File: src/rtl/arbiter_pkg.sv
// Shared definitions for the core memory arbiter:
// FSM state encoding and requester IDs.
package arbiter_pkg;

  typedef enum logic [1:0] {
    IDLE  = 2'd0,
    ISSUE = 2'd1,
    WAIT  = 2'd2
  } state_t;

  localparam logic REQ_I = 1'b0;
  localparam logic REQ_D = 1'b1;

endpackage

File: src/rtl/rr_arbiter2.sv
// Two-way round-robin grant: bit 0 = fetch, bit 1 = data.
// On a tie the side that did not win last time is granted.
module rr_arbiter2
  import arbiter_pkg::*;
(
  input  logic [1:0] req,
  input  logic       last,
  output logic [1:0] grant
);

  always_comb begin
    grant = 2'b00;
    unique case (1'b1)
      (req == 2'b11): grant = (last == REQ_I) ? 2'b10 : 2'b01;
      (req == 2'b10): grant = 2'b10;
      (req == 2'b01): grant = 2'b01;
      default:        grant = 2'b00;
    endcase
  end

endmodule

File: src/rtl/core_mem_arbiter.sv
// Fetch/data arbiter in front of a single shared memory port,
// one transaction outstanding at a time.
module core_mem_arbiter
  import arbiter_pkg::*;
#(
  parameter int CORE         = 0,
  parameter int DATA_WIDTH   = 32,
  parameter int ADDRESS_BITS = 20
) (
  input  logic                    clock,
  input  logic                    reset,
  input  logic                    i_req_valid,
  input  logic [ADDRESS_BITS-1:0] i_req_addr,
  output logic                    i_req_ready,
  output logic                    i_resp_valid,
  output logic [DATA_WIDTH-1:0]   i_resp_data,
  input  logic                    d_req_valid,
  input  logic                    d_req_write,
  input  logic [ADDRESS_BITS-1:0] d_req_addr,
  input  logic [DATA_WIDTH-1:0]   d_req_data,
  output logic                    d_req_ready,
  output logic                    d_resp_valid,
  output logic [DATA_WIDTH-1:0]   d_resp_data,
  output logic                    mem_valid,
  output logic                    mem_write,
  output logic [ADDRESS_BITS-1:0] mem_addr,
  output logic [DATA_WIDTH-1:0]   mem_data,
  input  logic                    mem_ready,
  input  logic                    mem_resp_valid,
  input  logic [DATA_WIDTH-1:0]   mem_resp_data,
  input  logic                    report
);

  state_t      state;
  logic        last;
  logic        owner;
  logic [1:0]  grant;
  logic        can_grant;
  logic [31:0] i_grants;
  logic [31:0] d_grants;
  logic [31:0] conflict_cycles;
  logic [31:0] spurious;

  rr_arbiter2 u_rr (
    .req   ({d_req_valid, i_req_valid}),
    .last  (last),
    .grant (grant)
  );

  assign can_grant   = (state == IDLE) && !reset;
  assign i_req_ready = can_grant && grant[0];
  assign d_req_ready = can_grant && grant[1];

  always_ff @(posedge clock) begin
    if (reset) begin
      state           <= IDLE;
      last            <= REQ_I;
      owner           <= REQ_I;
      mem_valid       <= 1'b0;
      mem_write       <= 1'b0;
      mem_addr        <= '0;
      mem_data        <= '0;
      i_resp_valid    <= 1'b0;
      i_resp_data     <= '0;
      d_resp_valid    <= 1'b0;
      d_resp_data     <= '0;
      i_grants        <= '0;
      d_grants        <= '0;
      conflict_cycles <= '0;
      spurious        <= '0;
    end else begin
      i_resp_valid <= 1'b0;
      d_resp_valid <= 1'b0;
      if (state == IDLE && i_req_valid && d_req_valid)
        conflict_cycles <= conflict_cycles + 32'd1;
      // Only WAIT can consume a completion.
      if (mem_resp_valid && state != WAIT)
        spurious <= spurious + 32'd1;
      unique case (state)
        IDLE: begin
          if (grant[1]) begin
            state     <= ISSUE;
            mem_valid <= 1'b1;
            owner     <= REQ_D;
            mem_write <= d_req_write;
            mem_addr  <= d_req_addr;
            mem_data  <= d_req_data;
            d_grants  <= d_grants + 32'd1;
          end else if (grant[0]) begin
            state     <= ISSUE;
            mem_valid <= 1'b1;
            owner     <= REQ_I;
            mem_write <= 1'b0;
            mem_addr  <= i_req_addr;
            mem_data  <= '0;
            i_grants  <= i_grants + 32'd1;
          end
        end
        ISSUE: begin
          if (mem_ready) begin
            mem_valid <= 1'b0;
            state     <= WAIT;
          end
        end
        WAIT: begin
          if (mem_resp_valid) begin
            if (owner == REQ_D) begin
              d_resp_valid <= 1'b1;
              d_resp_data  <= mem_resp_data;
            end else begin
              i_resp_valid <= 1'b1;
              i_resp_data  <= mem_resp_data;
            end
            last  <= owner;
            state <= IDLE;
          end
        end
        default: state <= IDLE;
      endcase
    end
  end

`ifndef SYNTHESIS
  always @(posedge clock) begin
    if (report)
      $display("core %0d: i_grants=%0d d_grants=%0d conflict_cycles=%0d spurious=%0d",
               CORE, i_grants, d_grants, conflict_cycles, spurious);
  end
`endif

endmodule

File: config.mk
export PLATFORM = sky130hd
export DESIGN_NAME = core_mem_arbiter
export DESIGN_NICKNAME = d
export VERILOG_FILES = /design/src/rtl/arbiter_pkg.sv /design/src/rtl/rr_arbiter2.sv /design/src/rtl/core_mem_arbiter.sv
export SDC_FILE = /design/constraint.sdc
export NUM_CORES = 1
export LEC_CHECK = 0
export BUFFER_PORTS_ARGS = -buffer_cell sky130_fd_sc_hd__buf_2
export CAP_MARGIN = 20
export CORE_MARGIN = 2
export CORE_UTILIZATION = 40
export CTS_BUF_LIST = sky130_fd_sc_hd__clkbuf_4 sky130_fd_sc_hd__clkbuf_8 sky130_fd_sc_hd__clkbuf_16
export DETAILED_ROUTE_END_ITERATION = 10
export PLACE_DENSITY_LB_ADDON = 0.3
export SLEW_MARGIN = 5
export SYNTH_ARGS = -nofsm -noshare
export SYNTH_HDL_FRONTEND = slang
export SYNTH_SLANG_ARGS = --single-unit
File: constraint.sdc
create_clock -name clock -period 2.7 [get_ports clock]
set_clock_uncertainty 0.1 [all_clocks]
set_input_delay 0.405 -clock clock [delete_from_list [all_inputs] [get_ports clock]]
set_output_delay 0.405 -clock clock [all_outputs]
set_load 0.05 [all_outputs]
Yosys cells after proc, flatten, opt, wreduce, memory -nomap -nowiden
Index checks and enable logic that the tools add are counted.
W data, S select, Z words.
- flip-flop bits (word level): 124
- bits of input ports: 112
- output and inout bits: 122
- word-level logic and storage cells: 56
- equal/unequal tests: 8
- multiplexer cells: 20
- bitwise operators: 3
- reductions and logical operators: 14
- operators by type and width (kind ; count):
    $mux W32 ; 2
    $mux W20 ; 2
    $pmux W2 S3 ; 2
    $reduce_and A3 Y1 ; 4
    $mux W2 ; 5
    $mux W1 ; 8
    $eq A2 B2 Y1 const B ; 3
    $eq A2 B1 Y1 const B ; 2
    $ne A2 B2 Y1 const B ; 2
    $reduce_and A2 Y1 ; 2
    $reduce_bool A2 Y1 ; 2
    $logic_and A1 B1 Y1 ; 3
    $ne A3 B3 Y1 const B ; 1
    $not A1 Y1 ; 3
    $reduce_or A3 Y1 ; 1
    $logic_not A2 Y1 ; 1
    $pmux W1 S2 ; 1
    $logic_not A1 Y1 ; 1

Logic depth before layout (Yosys ltp)
Gate-level depths: netlist (run 1).
- depth in word-level cells: 5
- depth in mapped cells: 6
- depth with buffers taken out: 3

Modules after synthesis
From an unflattened synthesis (run 1), not the netlist that was laid out.
- cell total of the unflattened synthesis: 480
- area, all modules: 4629.4 um^2
- modules (own cells, without submodules) (module ; instances ; cells each ; area an instance (um^2) ; sequential area each (um^2)):
    core_mem_arbiter ; 1 ; 477 ; 4610.7 ; 2482.4
    rr_arbiter2 ; 1 ; 3 ; 18.8 ; 0.0

Least setup slack after synthesis (run 1)
Ideal clock, no wire load.
- path kind: input to output
- start point: input port reset
- end point: output port i_req_ready
- arrival time: 2299 ps
- data required time: 2195 ps
- setup slack: -104 ps
- stages on the path: 3
- buffers on the path: 2
- cells stage by stage: clkbuf_1 -> clkbuf_1 -> nor4_1
- longest elaborated chain between the ends: 3
- ends and longest elaborated chain (item ; RTL line ; RTL):
    start: declaration ; core_mem_arbiter.sv:11 ; input logic reset,
    $logic_not A1 Y1 ; core_mem_arbiter.sv:50 ; assign can_grant = (state == IDLE) && !reset;
    $logic_and A1 B1 Y1 ; core_mem_arbiter.sv:50 ;
    $logic_and A1 B1 Y1 ; core_mem_arbiter.sv:51 ; assign i_req_ready = can_grant && grant[0];
    end: declaration ; core_mem_arbiter.sv:14 ; output logic i_req_ready,
Every way passes these cells.

Worst setup path after layout (run 1)
- start point: register state[0]
- end point: output port d_req_ready
- longest elaborated chain between the ends: 3
- ends and longest elaborated chain (item ; RTL line ; RTL):
    start: declaration ; core_mem_arbiter.sv:34 ; state_t state;
    start signal: assignment ; core_mem_arbiter.sv:56 ; state <= IDLE;
    start signal: assignment ; core_mem_arbiter.sv:82 ; state <= ISSUE;
    start signal: assignment ; core_mem_arbiter.sv:90 ; state <= ISSUE;
    $logic_not A2 Y1 ; core_mem_arbiter.sv:50 ;
    $logic_and A1 B1 Y1 ; core_mem_arbiter.sv:50 ;
    $logic_and A1 B1 Y1 ; core_mem_arbiter.sv:52 ; assign d_req_ready = can_grant && grant[1];
    end: declaration ; core_mem_arbiter.sv:21 ; output logic d_req_ready,
Every way passes these cells.

==> results of run 1 <==
[path summary, 6_finish.rpt]
kind	cells after the start	start	slack (ns)	end
setup / recovery	2	state[0]	0.68	d_req_ready
hold / removal	2	d_req_data[13]	0.11	mem_data[13]
setup reg to reg	3	state[0]	0.92	mem_addr[1]
hold reg to reg	2	i_resp_data[24]	0.35	i_resp_data[24]
[cells by family after synthesis]
| group | after synthesis | share of synthesized area |
|---|---|---|
| AO/OA/AOI/OAI | 146 | 0.229 |
| buffers and inverters | 45 | 0.0552 |
| flip-flops | 124 | 0.548 |
| AND/OR/NAND/NOR | 186 | 0.168 |
[per-stage QoR]
step                      hold slack, ns   util  power (uW)
after floorplan                    0.380      -        2500
after global placement             0.338  0.524        2700
after detailed placement           0.345  0.524        2710
after CTS                         0.0984  0.575        4810
after global routing              0.0940  0.575        4970
final                              0.111  0.575        4770
[power by group through the flow]
| stage | registers (uW) | logic, uW | clock network (uW) |
|---|---|---|---|
| final | 1970 | 703 | 2100 |
| after global routing | 1970 | 750 | 2240 |
| after CTS | 1970 | 708 | 2140 |
| after detailed placement | 2000 | 708 | 0 |
| after global placement | 2000 | 698 | 0 |
| after floorplan | 2260 | 241 | 0 |
[area by class of cell]
cell class                      count  share of cell area
Clock inverter                     14              0.0191
Multi-Input combinational cell    332               0.289
Sequential cell                   124               0.395
Inverter                            1            0.000597
Tap cell                          140              0.0278
Clock buffer                       18              0.0698
Timing Repair Buffer              242               0.199
[placed cells by master, fill, tap and decap left out, types with 2 or more instances in the layout]
cell        instances
a22o_1             33
a311oi_2           12
clkinv_2            4
nand2_1           169
nor2_1              6
nand3b_1            2
inv_6               2
buf_2             231
a21oi_1            86
buf_4              10
clkbuf_16          17
a311oi_1            8
clkinvlp_4          7
dfxtp_1           124
[worst max-delay path, delay by kind of cell (launching register included)]
family                 cells  cell delay (ns)
buffers and inverters      1             0.32
flip-flops                 1             0.46
AND/OR/NAND/NOR            1             0.33
[flip-flops by register name, summed over array words and instances (netlist names), 2 cells and up]
register / cells
state: 2
mem_data: 32
i_resp_data: 32
mem_addr: 20
d_resp_data: 32
[layer usage]
| metal | part of all wire | wire length, um |
|---|---|---|
| met3 | 0.073 | 924 |
| met2 | 0.48 | 6110 |
| met5 | 0 | 0 |
| met4 | 0.019 | 245 |
| met1 | 0.43 | 5410 |
[synthesized netlist by cell type]
cell type	n	area [um2]
a21oi_1	86	430
nor4_1	1	6.26
a2111oi_0	1	8.76
buf_4	7	52.6
and2_4	1	8.76
nor4bb_1	1	10.0
buf_1	2	7.51
inv_1	1	3.75
or2_1	1	6.26
nand2_1	169	634
o21ai_0	1	5.00
nor2_2	1	6.26
a22oi_1	1	7.51
a22o_1	33	289
a311oi_2	12	180
nand4b_1	1	8.76
a21boi_2	1	11.3
a21oi_4	1	16.3
a21o_1	1	7.51
nor2_1	6	22.5
clkbuf_1	12	45.0
dfxtp_1	124	2480
a21bo_2	1	10.0
buf_6	3	33.8
a311oi_1	8	70.1
nand3b_1	2	15.0
nor4_4	1	21.3
buf_2	19	95.1
dlymetal6s2s_1	1	12.5
nand4bb_1	1	11.3
and4b_1	1	10.0
==> metrics, run 1 <==
slowest CP cell dfxtp_1; fraction of layout cells with a size suffix above 1 0.402; outcome completed; first-pass GRT wire length 20600 um; buffer count from post-CTS setup fixing 0; Slew headroom 0.431; GPL Wtd Cong 0.794; ANT nets after route 0; IO buf count 232; initial antenna violation count 0; GRT overflow 0; Slew Viols, Final 0; crit path DAT 1.52 ns; CTS clk-pin slew, worst paths 0.06 ns; largest net degree at the start of global routing 61; Worst Hold Class in -> reg; peak supply drop 0.396 mV; min Tclk post-route 2.02 ns; Largest stage delay, worst path 0.46 ns; Filler cells 998; Worst Setup Start Kind register; Psw 1360 uW; Die Y 110 um; CP required 2.19 ns; Die Wd 110 um; antenna cells 0; setup TNS 0 ns; syn nets 613; Top Usage Layer GRT met2; met1 usage 0.247; max_cap viols 0; Via density 5.01; hpwl dp 8850 um; Yosys cell types 31; fin worst setup slack 0.679 ns; Storage cell area 2480 um2; post-cts repair resize count 0; Critical Path End Type output pin; sw frac 0.286; Pre-antenna DRT Iters 4; Non-Filler Instances 871; period utilization 0.749; multi-input logic area 1820 um2; Post-Syn Instances 501; Reg power frac 0.412; CTS max path bufs 2; area grow syn2layout 38.9%; final setup fails 0; Ports 234; Final Hold Fails 0; H-Tree Depth 4; RSZ-0062 raised after global routing false; post-synthesis cell area 4530 um2; CTS tree done; placed insts 839; CTS Buf Count 17; crit path kind reg -> out; std cell rows 38; Clk pwr share 0.441; fin nets 830; Overall Global Routing Usage 0.207; CTS Root Buffer Type clkbuf_16; placed cell area 5730 um2; initial drt markers 309; Comb pwr share 0.147; crit path cell chain nor4_4 > buf_2; die area 12200 um2; via count 4365; Static Leak 0.00287 uW; Synth Register Bits 124; design area 6290 um2; FMAX 0.495 GHz; Clock Latency Late Sink 0.40 ns; met2 Track Usage GR 0.342; Least-Margin Pin Slew 0.848 ns; Clock Sink Count 124; sequential area share after synthesis 0.548; DRC violations left 0; power density over cell area 759 nW/um2; Core Area 10900 um2; DP Worst Slack 0.822 ns; DR WL/cell 14.6 um; synth warn 0; starting density of the core 0.414; CP max FO 12; Post-Syn Area per Cell 9.04 um2; routed wire length 12700 um; CTS Hold Bufs 0; cell internal pwr 3410 uW; GR Util met3 0.0604; vias in the first global route 4276
Power figures use the tool's default switching activity.
==> run 2: changes to the inputs <==
==> constraint.sdc (replaced) <==
create_clock -name clock -period 1.7 [get_ports clock]
set_clock_uncertainty 0.1 [all_clocks]
set_input_delay 0.255 -clock clock [delete_from_list [all_inputs] [get_ports clock]]
set_output_delay 0.255 -clock clock [all_outputs]
set_load 0.05 [all_outputs]
==> run 2 against run 1 <==
Die area unchanged. Combinational power increased by 85%. Global-route usage increased by 1.9 points. Sequential cell count unchanged. Sequential power increased by 58%. Cell count increased by 8.2%. Worst hold slack got worse by 0.098 ns. The run now ends with negative setup slack left. First-iteration DRC count decreased by 17%. Via count increased by 10%. Non-clock buffer count increased by 73. Worst setup slack got worse by 0.71 ns. Register-to-register slack got worse by 0.80 ns. Largest cell class unchanged.
==> metrics, run 2 (synthesis results as in run 1) <==
fin nets 903; Ports 234; initial drt markers 255; hpwl dp 9060 um; IO buf count 232; min Tclk post-route 1.74 ns; WHS 0.0136 ns; fin worst setup slack -0.0358 ns; cell internal pwr 5780 uW; Slew Viols, Final 0; crit path kind reg -> out; GRT overflow 0; first-pass GRT wire length 22900 um; CP required 1.34 ns; ANT nets after route 0; CTS tree done; CTS Root Buffer Type clkbuf_16; final setup fails 2; period utilization 1.02; RSZ-0062 raised after global routing true; DRC violations left 0; CP max FO 3; Worst Setup Start Kind register; Storage cell area 2490 um2; failing checks negative setup slack; commonest non-fill, non-tap cell in the layout buf_2; outcome finished with violations; fraction of layout cells with a size suffix above 1 0.384; Worst Hold Class in -> reg; vias in the first global route 4824; max_cap viols 0; DR WL/cell 14.9 um; CTS Buf Count 17; Clk pwr share 0.445; placed cell area 5850 um2; Critical Path End Type output pin; Comb pwr share 0.163; design area 7080 um2; starting density of the core 0.414; Least-Margin Pin Slew 0.524 ns; most frequent cells in the layout buf_2 (229), nand2_1 (169), dfxtp_1 (121); sw frac 0.273; Core Area 10900 um2; Psw 2170 uW; Final Hold Fails 0; Slew headroom 0.651; Overall Global Routing Usage 0.225; crit path DAT 1.38 ns; Clock Latency Late Sink 0.40 ns; peak supply drop 0.540 mV; Via density 5.11; Filler cells 882; Pre-antenna DRT Iters 4; H-Tree Depth 4; antenna cells 0; setup TNS -0.0575 ns; CTS clk-pin slew, worst paths 0.06 ns; largest net degree at the start of global routing 52; initial antenna violation count 0; routed wire length 14100 um; die area 12200 um2; multi-input logic area 1830 um2; biggest regs d_resp_data: 32 flops, i_resp_data: 32 flops, mem_data: 32 flops; Reg power frac 0.392; Static Leak 0.00324 uW; Clock Sink Count 124; Die Wd 110 um; power density over cell area 1120 nW/um2; FMAX 0.576 GHz; CTS max path bufs 2; std cell rows 38; area grow syn2layout 56.3%; DP Worst Slack 0.166 ns; via count 4815; Die Y 110 um; GPL Wtd Cong 0.802
run 2: cell types whose count changed in the layout (fill, tap and decap cells not counted), sizes merged:
cell         previous run  this run
inv                     3         1
clkinvlp                7         1
clkinv                  4         5
bufinv                  1         2
buf                   242       255
dlygate4sd3             0        60
clkbuf                 18        22
run 2: path summary, 6_finish.rpt:
path | endpoint | start | slack [ns] | depth (start not counted)
setup reg to reg | mem_addr[5] | state[1] | 0.12 | 5
hold / removal | mem_addr[1] | i_req_addr[1] | 0.01 | 3
setup / recovery | d_req_ready | last | -0.04 | 3
hold reg to reg | i_resp_data[29] | i_resp_data[29] | 0.35 | 2
run 2: per-layer routing:
layer,wire length [um],GRT usage
met5,0,0
met4,286,0.0917
met3,1100,0.0648
met2,6940,0.391
met1,5720,0.260
run 2: final cells by class:
cell class                      count  share of cell area
Sequential cell                   124               0.352
Clock buffer                       22              0.0681
Clock inverter                      8              0.0131
Tap cell                          140              0.0247
Inverter                            1            0.000530
Multi-Input combinational cell    332               0.258
Timing Repair Buffer              315               0.284
run 2: power groups by stage:
stage	clock [uW]	combinational, uW	sequential (uW)
finish	3540	1300	3120
global route	3730	1370	3130
CTS	3580	1280	3110
detailed placement	0	1160	3180
global placement	0	1140	3170
floorplan	0	386	3590
run 2: repair_timing:
action                                 in CTS  in global routing
gates resized for setup                     9                  3
hold buffers                               60                  0
buffers inserted                            2                  1
pin swaps                                   0                  1
endpoints found under the hold margin      73                  0
setup endpoints to repair                   2                  2
run 2: metrics by stage:
stage	instances	power, uW	util
after floorplan	501	3980	-
after global placement	849	4310	0.535
after detailed placement	849	4340	0.535
after CTS	941	7970	0.646
after global routing	942	8230	0.647
final	942	7950	0.647
run 2: critical path: stages, from the launching register on:
cell and delay [ns]:
dfxtp_2 0.32, a21bo_2 0.21, nor4_4 0.23, buf_6 0.22
